**src/rtl/uart_pkg.sv**
```systemverilog
// Shared UART receiver definitions: FSM state encoding and framing constants.
// The PARITY state exists only when UART_RX_PARITY_EN is defined.
package uart_pkg;

    localparam int unsigned DEFAULT_OVERSAMPLE = 16;
    localparam int unsigned MIN_DATA_BITS      = 5;

    typedef enum logic [2:0] {
        ST_IDLE   = 3'd0,
        ST_START  = 3'd1,
        ST_DATA   = 3'd2,
`ifdef UART_RX_PARITY_EN
        ST_PARITY = 3'd3,
`endif
        ST_STOP   = 3'd4
    } uart_state_e;

endpackage

```
**src/rtl/uart_rx_sipo.sv**
```systemverilog
// Serial-in parallel-out shift register; bits arrive LSB first and enter at the MSB,
// so a short word ends up left-aligned and is right-aligned by the consumer.
module sipo #(
    parameter int unsigned WIDTH = 8
) (
    input  logic             clk_i,
    input  logic             s_rst_n_i,
    input  logic             enable_i,
    input  logic             data_i,
    output logic [WIDTH-1:0] data_o
);

    logic [WIDTH-1:0] data_q;

    always_ff @(posedge clk_i) begin
        if (!s_rst_n_i) begin
            data_q <= '0;
        end else if (enable_i) begin
            data_q <= {data_i, data_q[WIDTH-1:1]};
        end
    end

    assign data_o = data_q;

endmodule

```
**src/rtl/uart_rx.sv**
```systemverilog
// Oversampled UART receiver with a one-word holding register and valid/ready handoff.
// Optional parity checking is built when UART_RX_PARITY_EN is defined.
module uart_rx
    import uart_pkg::*;
#(
    parameter int unsigned DATA_WIDTH = 8,
    parameter int unsigned OVERSAMPLE = DEFAULT_OVERSAMPLE
) (
    input  logic                  clk_i,
    input  logic                  s_rst_n_i,
    input  logic                  enable_i,
    input  logic                  baud_tick_i,
    input  logic                  rx_i,
    input  logic [3:0]            data_bit_num_i,
    input  logic                  stop_bit_num_i,
`ifdef UART_RX_PARITY_EN
    input  logic                  parity_en_i,
    input  logic                  parity_odd_i,
    output logic                  parity_err_o,
`endif
    input  logic                  ready_i,
    output logic [DATA_WIDTH-1:0] data_o,
    output logic                  valid_o,
    output logic                  frame_err_o,
    output logic                  overrun_o
);

    localparam int unsigned TICK_W  = (OVERSAMPLE > 1) ? $clog2(OVERSAMPLE) : 1;
    localparam int unsigned SHAMT_W = $clog2(DATA_WIDTH + 1);
    localparam logic [TICK_W-1:0] TICK_MID = TICK_W'(OVERSAMPLE / 2 - 1);
    localparam logic [TICK_W-1:0] TICK_TOP = TICK_W'(OVERSAMPLE - 1);

    logic              rx_meta_q, rx_sync_q, rx_prev_q;
    uart_state_e       state_q, state_d;
    logic [TICK_W-1:0] tick_cnt_q, tick_cnt_d;
    logic [3:0]        bit_cnt_q, bit_cnt_d;
    logic [3:0]        nbits_q, nbits_d;
    logic              stop2_q, stop2_d;
    logic              frame_bad_q, frame_bad_d;

    logic                  sample_c;
    logic                  shift_c;
    logic                  load_c;
    logic                  load_ferr_c;
    logic [3:0]            nbits_eff_c;
    logic [SHAMT_W-1:0]    shamt_c;
    logic [DATA_WIDTH-1:0] sipo_data_c;
    logic [DATA_WIDTH-1:0] word_c;

    logic [DATA_WIDTH-1:0] data_q;
    logic                  valid_q, ferr_q, ovr_q;

`ifdef UART_RX_PARITY_EN
    logic par_en_q, par_en_d;
    logic par_odd_q, par_odd_d;
    logic par_acc_q, par_acc_d;
    logic par_bad_q, par_bad_d;
    logic perr_q;
`endif

    // Two-flop synchronizer plus a delayed copy for start-edge detection.
    always_ff @(posedge clk_i) begin
        if (!s_rst_n_i) begin
            rx_meta_q <= 1'b1;
            rx_sync_q <= 1'b1;
            rx_prev_q <= 1'b1;
        end else begin
            rx_meta_q <= rx_i;
            rx_sync_q <= rx_meta_q;
            rx_prev_q <= rx_sync_q;
        end
    end

    assign sample_c    = baud_tick_i && (tick_cnt_q == TICK_MID);
    assign nbits_eff_c = (data_bit_num_i < 4'(MIN_DATA_BITS) || data_bit_num_i > 4'(DATA_WIDTH))
                         ? 4'(DATA_WIDTH) : data_bit_num_i;
    assign shamt_c     = SHAMT_W'(DATA_WIDTH) - SHAMT_W'(nbits_q);
    assign word_c      = sipo_data_c >> shamt_c;

    sipo #(
        .WIDTH (DATA_WIDTH)
    ) u_sipo (
        .clk_i     (clk_i),
        .s_rst_n_i (s_rst_n_i),
        .enable_i  (shift_c),
        .data_i    (rx_sync_q),
        .data_o    (sipo_data_c)
    );

    always_comb begin
        state_d     = state_q;
        tick_cnt_d  = tick_cnt_q;
        bit_cnt_d   = bit_cnt_q;
        nbits_d     = nbits_q;
        stop2_d     = stop2_q;
        frame_bad_d = frame_bad_q;
        shift_c     = 1'b0;
        load_c      = 1'b0;
        load_ferr_c = frame_bad_q;
`ifdef UART_RX_PARITY_EN
        par_en_d    = par_en_q;
        par_odd_d   = par_odd_q;
        par_acc_d   = par_acc_q;
        par_bad_d   = par_bad_q;
`endif

        if (state_q != ST_IDLE && baud_tick_i) begin
            tick_cnt_d = (tick_cnt_q == TICK_TOP) ? '0 : tick_cnt_q + 1'b1;
        end

        unique case (state_q)
            ST_IDLE: begin
                if (rx_prev_q && !rx_sync_q) begin
                    state_d    = ST_START;
                    tick_cnt_d = '0;
                end
            end
            ST_START: begin
                if (sample_c) begin
                    if (rx_sync_q) begin
                        state_d = ST_IDLE;
                    end else begin
                        state_d     = ST_DATA;
                        bit_cnt_d   = 4'd0;
                        nbits_d     = nbits_eff_c;
                        stop2_d     = stop_bit_num_i;
                        frame_bad_d = 1'b0;
`ifdef UART_RX_PARITY_EN
                        par_en_d    = parity_en_i;
                        par_odd_d   = parity_odd_i;
                        par_acc_d   = 1'b0;
                        par_bad_d   = 1'b0;
`endif
                    end
                end
            end
            ST_DATA: begin
                if (sample_c) begin
                    shift_c = 1'b1;
`ifdef UART_RX_PARITY_EN
                    par_acc_d = par_acc_q ^ rx_sync_q;
`endif
                    if (bit_cnt_q == nbits_q - 4'd1) begin
                        bit_cnt_d = 4'd0;
`ifdef UART_RX_PARITY_EN
                        state_d   = par_en_q ? ST_PARITY : ST_STOP;
`else
                        state_d   = ST_STOP;
`endif
                    end else begin
                        bit_cnt_d = bit_cnt_q + 4'd1;
                    end
                end
            end
`ifdef UART_RX_PARITY_EN
            ST_PARITY: begin
                if (sample_c) begin
                    par_bad_d = (par_acc_q ^ rx_sync_q) != par_odd_q;
                    state_d   = ST_STOP;
                end
            end
`endif
            ST_STOP: begin
                if (sample_c) begin
                    if (!rx_sync_q) begin
                        frame_bad_d = 1'b1;
                    end
                    if (stop2_q && bit_cnt_q == 4'd0) begin
                        bit_cnt_d = 4'd1;
                    end else begin
                        load_c      = 1'b1;
                        load_ferr_c = frame_bad_q | !rx_sync_q;
                        state_d     = ST_IDLE;
                    end
                end
            end
            default: state_d = ST_IDLE;
        endcase

        // Disabling drops any partial frame; the holding register is untouched.
        if (!enable_i) begin
            state_d = ST_IDLE;
            load_c  = 1'b0;
        end
    end

    always_ff @(posedge clk_i) begin
        if (!s_rst_n_i) begin
            state_q     <= ST_IDLE;
            tick_cnt_q  <= '0;
            bit_cnt_q   <= 4'd0;
            nbits_q     <= 4'(DATA_WIDTH);
            stop2_q     <= 1'b0;
            frame_bad_q <= 1'b0;
`ifdef UART_RX_PARITY_EN
            par_en_q    <= 1'b0;
            par_odd_q   <= 1'b0;
            par_acc_q   <= 1'b0;
            par_bad_q   <= 1'b0;
`endif
        end else begin
            state_q     <= state_d;
            tick_cnt_q  <= tick_cnt_d;
            bit_cnt_q   <= bit_cnt_d;
            nbits_q     <= nbits_d;
            stop2_q     <= stop2_d;
            frame_bad_q <= frame_bad_d;
`ifdef UART_RX_PARITY_EN
            par_en_q    <= par_en_d;
            par_odd_q   <= par_odd_d;
            par_acc_q   <= par_acc_d;
            par_bad_q   <= par_bad_d;
`endif
        end
    end

    // Holding register: a completing word wins over a same-cycle handshake.
    always_ff @(posedge clk_i) begin
        if (!s_rst_n_i) begin
            data_q  <= '0;
            valid_q <= 1'b0;
            ferr_q  <= 1'b0;
            ovr_q   <= 1'b0;
`ifdef UART_RX_PARITY_EN
            perr_q  <= 1'b0;
`endif
        end else if (load_c) begin
            data_q  <= word_c;
            valid_q <= 1'b1;
            ferr_q  <= load_ferr_c;
            ovr_q   <= valid_q && !ready_i;
`ifdef UART_RX_PARITY_EN
            perr_q  <= par_bad_q;
`endif
        end else if (valid_q && ready_i) begin
            valid_q <= 1'b0;
            ferr_q  <= 1'b0;
            ovr_q   <= 1'b0;
`ifdef UART_RX_PARITY_EN
            perr_q  <= 1'b0;
`endif
        end
    end

    assign data_o      = data_q;
    assign valid_o     = valid_q;
    assign frame_err_o = ferr_q;
    assign overrun_o   = ovr_q;
`ifdef UART_RX_PARITY_EN
    assign parity_err_o = perr_q;
`endif

endmodule
```
**config.mk**
```make
export PLATFORM = sky130hd
export DESIGN_NAME = uart_rx
export DESIGN_NICKNAME = d
export VERILOG_FILES = /design/src/rtl/uart_pkg.sv /design/src/rtl/uart_rx_sipo.sv /design/src/rtl/uart_rx.sv
export SDC_FILE = /design/constraint.sdc
export NUM_CORES = 1
export LEC_CHECK = 0
export ABC_AREA = 1
export CORE_MARGIN = 3
export CORE_UTILIZATION = 40
export DETAILED_ROUTE_END_ITERATION = 8
export PLACE_DENSITY = 0.66
export SYNTH_ARGS = -nofsm -noshare
export SYNTH_HDL_FRONTEND = slang
export SYNTH_SLANG_ARGS = --single-unit
```
**constraint.sdc**
```tcl
create_clock -name clk_i -period 1.9 [get_ports clk_i]
set_input_delay 0.38 -clock clk_i [delete_from_list [all_inputs] [get_ports clk_i]]
set_output_delay 0.38 -clock clk_i [all_outputs]
set_load 0.01 [all_outputs]
```
==> out/metrics.csv <==
stage;metric;value;unit
global_route;antenna_found_initial;0;
clock_network;clock_latency;0.29;ns
clock_network;clockRootBuffer;clkbuf_8;
final_layout;n_antenna_cell;0;
clock_network;path_clk_slew;0.07;ns
timing;setup_viol;0;
pwr;peakVddDrop;0.0004535;V
clock_network;cts_setup_buffers;0;
floorplanning;die_w;77.89;um
final_layout;stdcell_count;390;
worst_setup_path;cpMostUsedCell;nor2_1;
run;maxCapViolCount;0;
route;via_per_inst;4.874;
yosys;synthTopCellsByArea;dfxtp_1, nand2_1, o21ai_0;
timing;finalCriticalPeriod;1.709;ns
yosys;synthesis.nets;309;
timing;tns;0;ns
global_route;grt_pass1_wl;7.679;mm
clock_network;cts_buffer_depth;2;
worst_setup_path;cp_slowest_cell;dfxtp_2;
route;wirelength;4.379;mm
worst_setup_path;cp_max_fo;7;
timing;setup_slack;0.1912;ns
pwr;powerDensity;712.1;nW/um^2
floorplanning;core_area;4848;sq um
placement;dp_hpwl;3.375;mm
route;drtAntennaViolNets;0;
worst_setup_path;worst_setup_path_end_kind;flip-flop;
outcome;status;complete, no violations;
floorplanning;die_h;77.89;um
route;route.detailed.drc;0;
floorplanning;dieArea;6066;sq um
clock_network;cts_buffers;5;
floorplanning;initial_core_util;42.63;%
clock_network;cts-htree-levels;2;
final_layout;final_cell_mix;nand2_1, dfxtp_1, nor2_1;
global_route;grt_pass1_vias;1804;
placement;io_buffers;21;
final_layout;layout_commonest_cell;nand2_1;
timing;skew;0.004777;ns
yosys;synth_top_cell_by_area;dfxtp_1;
route;num_vias;1901;
pwr;leakagePower;1.049;nW
final_layout;area_growth;22.15;%
timing;slew_viol_final;0;
yosys;yosysWarnings;0;
yosys;syn_inst;293;
global_route;grt_overflow;0;
worst_setup_path;start_kind;flip-flop;
timing;worst_pin_slew;0.4105;ns
worst_setup_path;slowest_delay;0.34;ns
clock_network;cts_tree;built;
global_route;grt_usage;15.66;%
worst_setup_path;reg2reg_depth;12;
final_layout;fin_nets;338;
global_route;grt_max_degree;19;
timing;slew_headroom;72.61;%
floorplanning;ioPinCount;22;
timing;rsz0062_at_grt;no;
route;wl_per_cell;11.23;um
timing;fin_crit_sh;89.94;%
placement;pre_cts_ws;0.02235;ns
yosys;synthesis.area;2067;sq um
route;drt_iter0_markers;126;
timing;hold_viol_final;0;
worst_setup_path;path_cells;inv_2, ha_1, nand2_1, inv_1, nor2_1, nand2_1, nor2_1, nand3_1, nand2_2, nand3_1, nor2_1, nor2_1;
route;dr.pass1.iters;4;
yosys;postSynthAreaPerCell;7.055;sq um
final_layout;drive_gt1_share;14.86;%
clock_network;cts.sinks;39;
yosys;seq_area_frac_synth;37.77;%
worst_setup_path;cp.required;2.09;ns
yosys;synth_cell_types;30;
floorplanning;rows;25;
yosys;synth_seq_cells;39;
worst_setup_path;setup.worst_path.class;flip-flop to flip-flop;
min_path;hold_class;flip-flop to flip-flop;
yosys;synth_largest_type_area_fraction;37.77;%
timing;max_freq;0.5852;GHz
placement;place.gp.congestion;0.8790;
min_path;holdPathStages;1;
clock_network;postCtsHoldBufs;0;
placement;dp_cells;382;
worst_setup_path;cp.arrival;1.90;ns
## critical path, delay by kind of cell, from the launching register on
kind                     cells  cell delay (ns)
flip-flops                   1             0.34
AND/OR/NAND/NOR              9             0.82
buffers and inverters        2             0.11
adder cells (fa/ha/maj)      1             0.34
## flip-flops by register name, summed over array words and instances (netlist names)
signal,flops
bit_cnt_q,4
data_o,8
frame_bad_q,1
frame_err_o,1
nbits_q,4
overrun_o,1
rx_meta_q,1
rx_prev_q,1
rx_sync_q,1
state_q,3
stop2_q,1
tick_cnt_q,4
u_sipo.data_o,8
valid_o,1
## layer usage
metal	routed length [um]	vias up	GRT usage (%)	share of wire (%)
met3	115	8	3.248	2.6
met5	0	-	0	0
met4	59	0	5.694	1.3
li1	-	1016	-	-
met1	2074	856	18.99	47
met2	2130	21	27.14	49
## cells by family (layout without fill, tap and decap cells)
kind of cell / Yosys count / in the layout / synth area share (%)
and+or+nand+nor: 137 / 137 / 31.96
AOI/OAI and AO/OA: 66 / 66 / 18.04
buffers and inverters: 45 / 75 / 8.414
DFF: 39 / 39 / 37.77
adders and majority gates: 5 / 5 / 3.027
xor gates and xnor gates: 1 / 1 / 0.7871
## stage by stage
stage	hold slack, ns	instance area [sq um]	utilization (%)	total power (W)
after floorplan	0.3925	2067	-	0.0009603
after CTS	0.4199	2519	51.95	0.001820
after global routing	0.4304	2525	52.08	0.001879
after global placement	0.3993	2386	49.21	0.001007
after detailed placement	0.4002	2386	49.21	0.001008
final	0.4152	2525	52.08	0.001798
## report_power, final
part	internal [W]	leakage (nW)	switching (W)
Sequential	0.000830	0.316	0.0000127
Clock	0.000525	0.0654	0.000285
Combinational	0.0000602	0.668	0.0000860
Total	0.00141	1.05	0.000383
## final cells by class
cell class              count  area (sq um)
multi-input cells         209          1117
flip-flops and latches     39         782.0
fillers                   481          2323
repair buffers             28         262.8
well taps                  67         83.83
clock inverters             2         60.06
inverters                  39         146.4
clock buffers               6         72.57
## cells in the mapped netlist
library cell / n
a211oi_1: 3
a21oi_1: 23
a21oi_2: 1
a21oi_4: 1
buf_1: 1
buf_2: 4
clkbuf_1: 1
dfxtp_1: 39
ha_1: 5
inv_1: 28
inv_2: 11
nand2_1: 65
nand2_2: 4
nand3_1: 15
nand3_2: 3
nand3_4: 2
nand4_1: 4
nand4_4: 1
nor2_1: 29
nor2_2: 3
nor2_4: 1
nor3_1: 5
nor3_4: 1
nor4_1: 1
o211a_1: 3
o211ai_1: 2
o21ai_0: 27
o21ai_1: 6
or2_2: 3
xor2_2: 1
## path summary, 6_finish.rpt
check	from	slack, ns	endpoint
worst max register to register	nbits_q[0]	0.19	state_q[2]
worst min-delay path	rx_meta_q	0.42	rx_sync_q
worst max-delay path	nbits_q[0]	0.19	state_q[2]
worst min register to register	rx_meta_q	0.42	rx_sync_q
## what timing repair did
| item | CTS | global route |
|---|---|---|
| resized for setup | 0 | 2 |
| setup endpoints to repair | 0 | 2 |
| endpoints found under the hold margin | 0 | 0 |
Note: power is estimated with default switching activity, not from simulation.
